## config.mk

```make
export PLATFORM = sky130hd
export DESIGN_NAME = trp_feeder
export DESIGN_NICKNAME = d
export VERILOG_FILES = /design/src/rtl/trp_feeder.sv
export SDC_FILE = /design/constraint.sdc
export NUM_CORES = 1
export LEC_CHECK = 0
export CORE_ASPECT_RATIO = 1.2
export CORE_MARGIN = 2
export CORE_UTILIZATION = 52
export DETAILED_ROUTE_END_ITERATION = 7
export GPL_TIMING_DRIVEN = 0
export PLACE_DENSITY = 0.95
export RECOVER_POWER = 50
export REMOVE_ABC_BUFFERS = 1
export SETUP_SLACK_MARGIN = 0.5
export SYNTH_ARGS = -nofsm -noshare
export SYNTH_HDL_FRONTEND = slang
export SYNTH_SLANG_ARGS = --single-unit
```

## constraint.sdc

```tcl
create_clock -name clk -period 11.35 [get_ports clk]
set_input_delay 1.7025 -clock clk [delete_from_list [all_inputs] [get_ports clk]]
set_output_delay 1.7025 -clock clk [all_outputs]
set_load 0.01 [all_outputs]
```

## src/rtl/trp_feeder.sv

```systemverilog
// trp_feeder: streams one multi-beat vector request into trp_unit, waits for its result and returns it over a valid/ready response channel
// Ports: req_* request channel (valid/ready, mode, length, packed beats); trp_* trp_unit beat/result interface;
//        rsp_* response channel (valid/ready, data, error flag); err sticky protocol error (stray trp_valid)
module trp_feeder #(
  parameter int WIDTH   = 4,
  parameter int NBEATS  = 4,
  parameter int TIMEOUT = 255
) (
  input  logic                      clk,
  input  logic                      reset,
  input  logic                      req_valid,
  output logic                      req_ready,
  input  logic [1:0]                req_mode,
  input  logic [$clog2(NBEATS):0]   req_len,
  input  logic [8*WIDTH*NBEATS-1:0] req_data,
  output logic                      trp_en,
  output logic [8*WIDTH-1:0]        trp_a,
  output logic [1:0]                trp_mode,
  output logic                      trp_read,
  input  logic                      trp_busy,
  input  logic                      trp_valid,
  input  logic [8*WIDTH-1:0]        trp_out,
  output logic                      rsp_valid,
  input  logic                      rsp_ready,
  output logic [8*WIDTH-1:0]        rsp_data,
  output logic                      rsp_err,
  output logic                      err
);
  localparam int BW = 8 * WIDTH;
  localparam int LW = $clog2(NBEATS) + 1;
  localparam int CW = $clog2(TIMEOUT + 1);
  typedef enum logic [1:0] {IDLE, ISSUE, WAIT, DONE} state_t;
  state_t                state_q;
  logic [BW*NBEATS-1:0]  data_q;
  logic [1:0]            mode_q;
  logic [LW-1:0]         len_q;
  logic [LW-1:0]         idx_q;
  logic [CW-1:0]         cnt_q;
  assign req_ready = state_q == IDLE;
  assign rsp_valid = state_q == DONE;
  assign trp_en    = state_q == ISSUE && !trp_busy;
  assign trp_read  = state_q == WAIT && trp_valid;
  assign trp_a     = state_q == ISSUE ? data_q[int'(idx_q)*BW +: BW] : '0;
  assign trp_mode  = state_q != IDLE ? mode_q : 2'b00;
  always_ff @(posedge clk or posedge reset)
    if (reset) begin
      state_q  <= IDLE;
      data_q   <= '0;
      mode_q   <= '0;
      len_q    <= '0;
      idx_q    <= '0;
      cnt_q    <= '0;
      rsp_data <= '0;
      rsp_err  <= 1'b0;
      err      <= 1'b0;
    end else begin
      // a result outside WAIT has no transaction to belong to (including one arriving after a timeout)
      if (trp_valid && state_q != WAIT) err <= 1'b1;
      case (state_q)
        IDLE: if (req_valid) begin
          data_q   <= req_data;
          mode_q   <= req_mode;
          len_q    <= req_len > LW'(NBEATS) ? LW'(NBEATS) : req_len;
          idx_q    <= '0;
          rsp_data <= '0;
          rsp_err  <= req_len == '0;
          state_q  <= req_len == '0 ? DONE : ISSUE;
        end
        ISSUE: if (!trp_busy) begin
          idx_q <= idx_q + 1'b1;
          if (idx_q == len_q - 1'b1) begin
            state_q <= WAIT;
            cnt_q   <= '0;
          end
        end
        // the counter is compared before incrementing, so a timeout lands TIMEOUT+1 cycles after WAIT entry
        WAIT: if (trp_valid) begin
          rsp_data <= trp_out;
          rsp_err  <= 1'b0;
          state_q  <= DONE;
        end else if (cnt_q == CW'(TIMEOUT)) begin
          rsp_data <= '0;
          rsp_err  <= 1'b1;
          state_q  <= DONE;
        end else cnt_q <= cnt_q + 1'b1;
        DONE: if (rsp_ready) begin
          rsp_data <= '0;
          rsp_err  <= 1'b0;
          state_q  <= IDLE;
        end
        default: state_q <= IDLE;
      endcase
    end
endmodule

```

# == Yosys cells after proc, flatten, opt, wreduce, memory -nomap -nowiden ==
# Index checks and enable logic that the tools add are counted.
# op_classes
mux,29
reduce_logical,15
n_shift,1
n_lt_le_gt_ge,1
add_sub_neg,3
n_eq_ne,13
# ops
op,n
$mux W32,5
$shiftx A128 B9 Y32,1
$pmux W32 S3,1
$mux W8,4
$mux W2,8
$pmux W8 S2,1
$ne A2 B2 Y1 const B,5
$reduce_and A5 Y1,2
$mux W3,3
$add A8 B1 Y8 const B,1
$eq A8 B8 Y1 const B,1
$pmux W2 S4,1
$pmux W3 S2,1
$reduce_bool A2 Y1,3
$eq A2 B2 Y1 const B,2
$mux W1,4
$ne A2 B1 Y1 const B,2
$reduce_and A4 Y1,1
$add A3 B1 Y3 const B,1
$eq A3 B3 Y1,1
$gt A3 B3 Y1 const B,1
$logic_and A1 B1 Y1,3
$logic_not A3 Y1,1
$ne A3 B2 Y1 const B,1
other kinds (8),8
# totals
ff_bits,180
word_cells,71
out_inout_bits,72
inputBits,171

# == Logic depth before layout (Yosys ltp) ==
# logic_depth
ltp_word,5
depth_mapped,8
depth_no_buf,6

# == Worst setup path after synthesis ==
# Ideal clock, no wire load.
# synth_timing
path_kind,input to output
from,input trp_busy
to,output trp_en
arrival_ns,2.058
t_required_ns,9.648
setup_slack_ns,7.589
path_stages,2
cell_sequence,clkbuf_1 > nor2_1
# synth_via
elab_chain_cells,2
# synth_lines
item,line_no,rtl
from (decl),20,"input logic trp_busy,"
$logic_not A1 Y1,-,
$logic_and A1 B1 Y1,41,assign trp_en = state_q == ISSUE && !trp_busy;
to (decl),16,"output logic trp_en,"
# Every way passes these cells.

# == Final worst setup path ==
# layout_timing
from,input trp_valid
to,output trp_read
# layout_via
elab_chain_cells,1
# layout_lines
item,line_no,rtl
from (decl),21,"input logic trp_valid,"
$logic_and A1 B1 Y1,42,assign trp_read = state_q == WAIT && trp_valid;
to (decl),19,"output logic trp_read,"
# Every way passes these cells.

==> metrics.yaml <==
yosys:
  synth_top_flop_cell: "dfrtp_1"
  synth_xor_area_share_pct: 0.4950
  synth_compound_area_share_pct: 2.340
  yosysWarnings: 0
  synth.mux.area_fraction_pct: 31.26
  syn_inst: 583
  synth_top_family_by_area: "multiplexers"
  synth.yosys.seq_area_share_pct: 54.01
  synth-adder-area-share_pct: 1.200
  yosysUniqueCellTypes: 40
  syn-cell-area_um2: 8340
  synthTopCellsByArea: "dfrtp_1 54%, mux2_2 22%, mux4_2 8.6%, nor2b_1 2.7%, and3_1 2.4%"
  synth_edf_count: 0
  synth_top_area_share_pct: 54.01
  yosysTopAreaCell: "dfrtp_1"
  synth_seq_cells: 180
  syn_avg_cell_area_um2: 14.31
  yosys.area_share.simple_pct: 8.311
  ys_async_sr_fraction_pct: 100.0
drt:
  drc: 0
  ant_nets: 0
  dr_total_vias: 5738
  initialDrtViolationCount: 372
  post_drt_via_cell_ratio: 5.565
  firstDrtPassIters: 4
  wl_per_cell_um: 21.00
  routed_wl_mm: 21.65
worst_setup_path:
  crit_top_cell: "clkdlybuf4s50_1"
  required_ps: 9650
  crit_start: "trp_valid"
  critPathKind: "input pin to output port"
  crit_slowest_cell: "clkdlybuf4s50_1"
  r2r_start: "state_q[0]"
  crit_arrival_ps: 3640
  cpPeakStageDelay_ps: 1090
  critPathLaunchType: "input pin"
  cp_cell_sequence: "clkdlybuf4s50_1, and2_1, clkdlybuf4s50_1"
  worstPathMaxFanout: 35
  crit_path_end_kind: "output port"
floorplan:
  fp.coreArea_um2: 15640
  design.portCount: 243
  dieArea_um2: 17070
  die_w_um: 119.6
  fp.dieH_um: 142.7
  start_util_pct: 53.33
  num_rows: 50
finish:
  diodes: 0
  multiInputGateArea_um2: 3646
  layout_common_cells: "240 x clkdlybuf4s50_1, 178 x dfrtp_1, 164 x mux2_2"
  area_growth_pct: 39.05
  utilization_pct: 74.15
  layout_commonest_cell: "clkdlybuf4s50_1"
  final_nets: 989
  drive_above_1_share_pct: 29.28
  seq_area_um2: 4507
  fin_cells: 1031
  nFillCells: 919
cts:
  ctsResizeCount: 0
  clk_pin_slew_ps: 60
  htree_levels: 4
  cts_buffers: 17
  clock-sinks: 180
  cts_root_buf: "clkbuf_16"
  cts_tree: "done"
  postCtsSetupBuffers: 0
  clock_path_buffers: 2
  clk_latency_ps: 430
  holdBufCountCts: 0
sta:
  min_period_over_period_pct: 47.06
  fmaxAchievable_ghz: 0.1872
  finalSetupTns_ps: 0
  holdWs_ps: 478.9
  slew-limit-headroom_pct: -56.07
  hold_viol_final: 0
  clock_skew_ps: 6.238
  grt_setup_unrepaired: "false"
  drv_slew: 99
  finalCriticalPeriod_ps: 5342
  setup_violations: 0
  worst_pin_slew_ps: 2335
pwr:
  power_density_nw_per_um2: 261.1
  p_leak_nw: 4.897
  max-vdd-ir-drop_mv: 0.1993
outcome:
  status: "complete, but fails checks"
  violations: "capacitance limit, slew limit"
job:
  max-cap-violations: 2
global_routing:
  grt_first_pass_wirelength_mm: 34.12
  antenna_found_initial: 0
  grt.total_usage_pct: 26.15
  grt_overflow_total: 0
  grt_max_degree: 140
  grt_pass1_vias: 6481
hold_path:
  hold_path_startpoint: "err"
  hold_path_class: "flip-flop to flip-flop"
place:
  portBuffers: 242
  dp.cells: 999
  gp_congestion: 0.8561
  place_hpwl_mm: 14.71
-- flip-flops by register name, summed over array words and instances, names as in the netlist --
signal	count
rsp_err	1
idx_q	3
rsp_data	32
len_q	3
cnt_q	8
mode_q	2
err	1
state_q	2
data_q	128
-- power breakdown --
group          total, mW  switching (mW)  internal, mW  leakage [nW]
logic               1.33           0.527         0.804          2.40
clock network      0.596           0.257         0.339         0.294
registers           1.10           0.172         0.930          2.20
total               3.03           0.955          2.07          4.90
-- worst max-delay path, delay by kind of cell --
kind,cells,cell delay (ps)
buffers and inverters,2,1640
AND/OR/NAND/NOR,1,290
-- kinds of logic (layout without fill, tap and decap cells) --
| kind of cell | after synthesis | count (layout) |
|---|---|---|
| compound gates | 24 | 24 |
| mux | 200 | 200 |
| xor+xnor | 3 | 3 |
| simple gates | 119 | 119 |
| flops | 180 | 180 |
| fa+ha+maj | 8 | 8 |
| buf+inv | 49 | 289 |
-- final timing paths --
kind	slack [ps]	depth (start not counted)	to
max in group asynchronous	7730	3	idx_q[1]
max	6010	3	trp_read
min in group asynchronous	2250	2	rsp_data[10]
max reg2reg	7690	6	cnt_q[7]
min	480	1	err
min reg2reg	480	1	err
-- stage by stage --
step / cell area, um2 / power, mW / worst slack (ps)
2_1_floorplan: 8179 / 1.935 / 4761
3_3_place_gp: 10860 / 2.350 / 2896
3_5_place_dp: 11010 / 2.430 / 5999
4_1_cts: 11610 / 3.047 / 5999
5_1_grt: 11600 / 3.190 / 5881
6_report: 11600 / 3.029 / 6008
-- cell type report --
class                   instances  share of cell area, %
flip-flops and latches        180                  38.86
inverters                      10                 0.3344
clock buffers                  19                  3.905
repair buffers                247                  21.94
multi-input cells             354                  31.44
well taps                     208                  2.244
clock inverters                13                  1.273
-- cells in the mapped netlist (all sizes together), types with 4 or more instances --
cell type	count
mux2	164
buf	11
inv	9
clkbuf	28
nand2b	6
nand3	9
mux2i	4
and3	32
a22o	4
dfrtp	180
nor2	6
mux4	32
o21ai	8
ha	8
nor3	7
nand2	12
nor2b	36
-- metal layers --
metal  vias up  wire length, um  global-route usage [%]
met3        54             2094                   9.425
li1       2568                -                       -
met4         0              725                   11.27
met5         -                0                       0
met1      2838             7919                   29.36
met2       278            10910                   45.05
No activity file was read; power rests on OpenSTA's default activity.
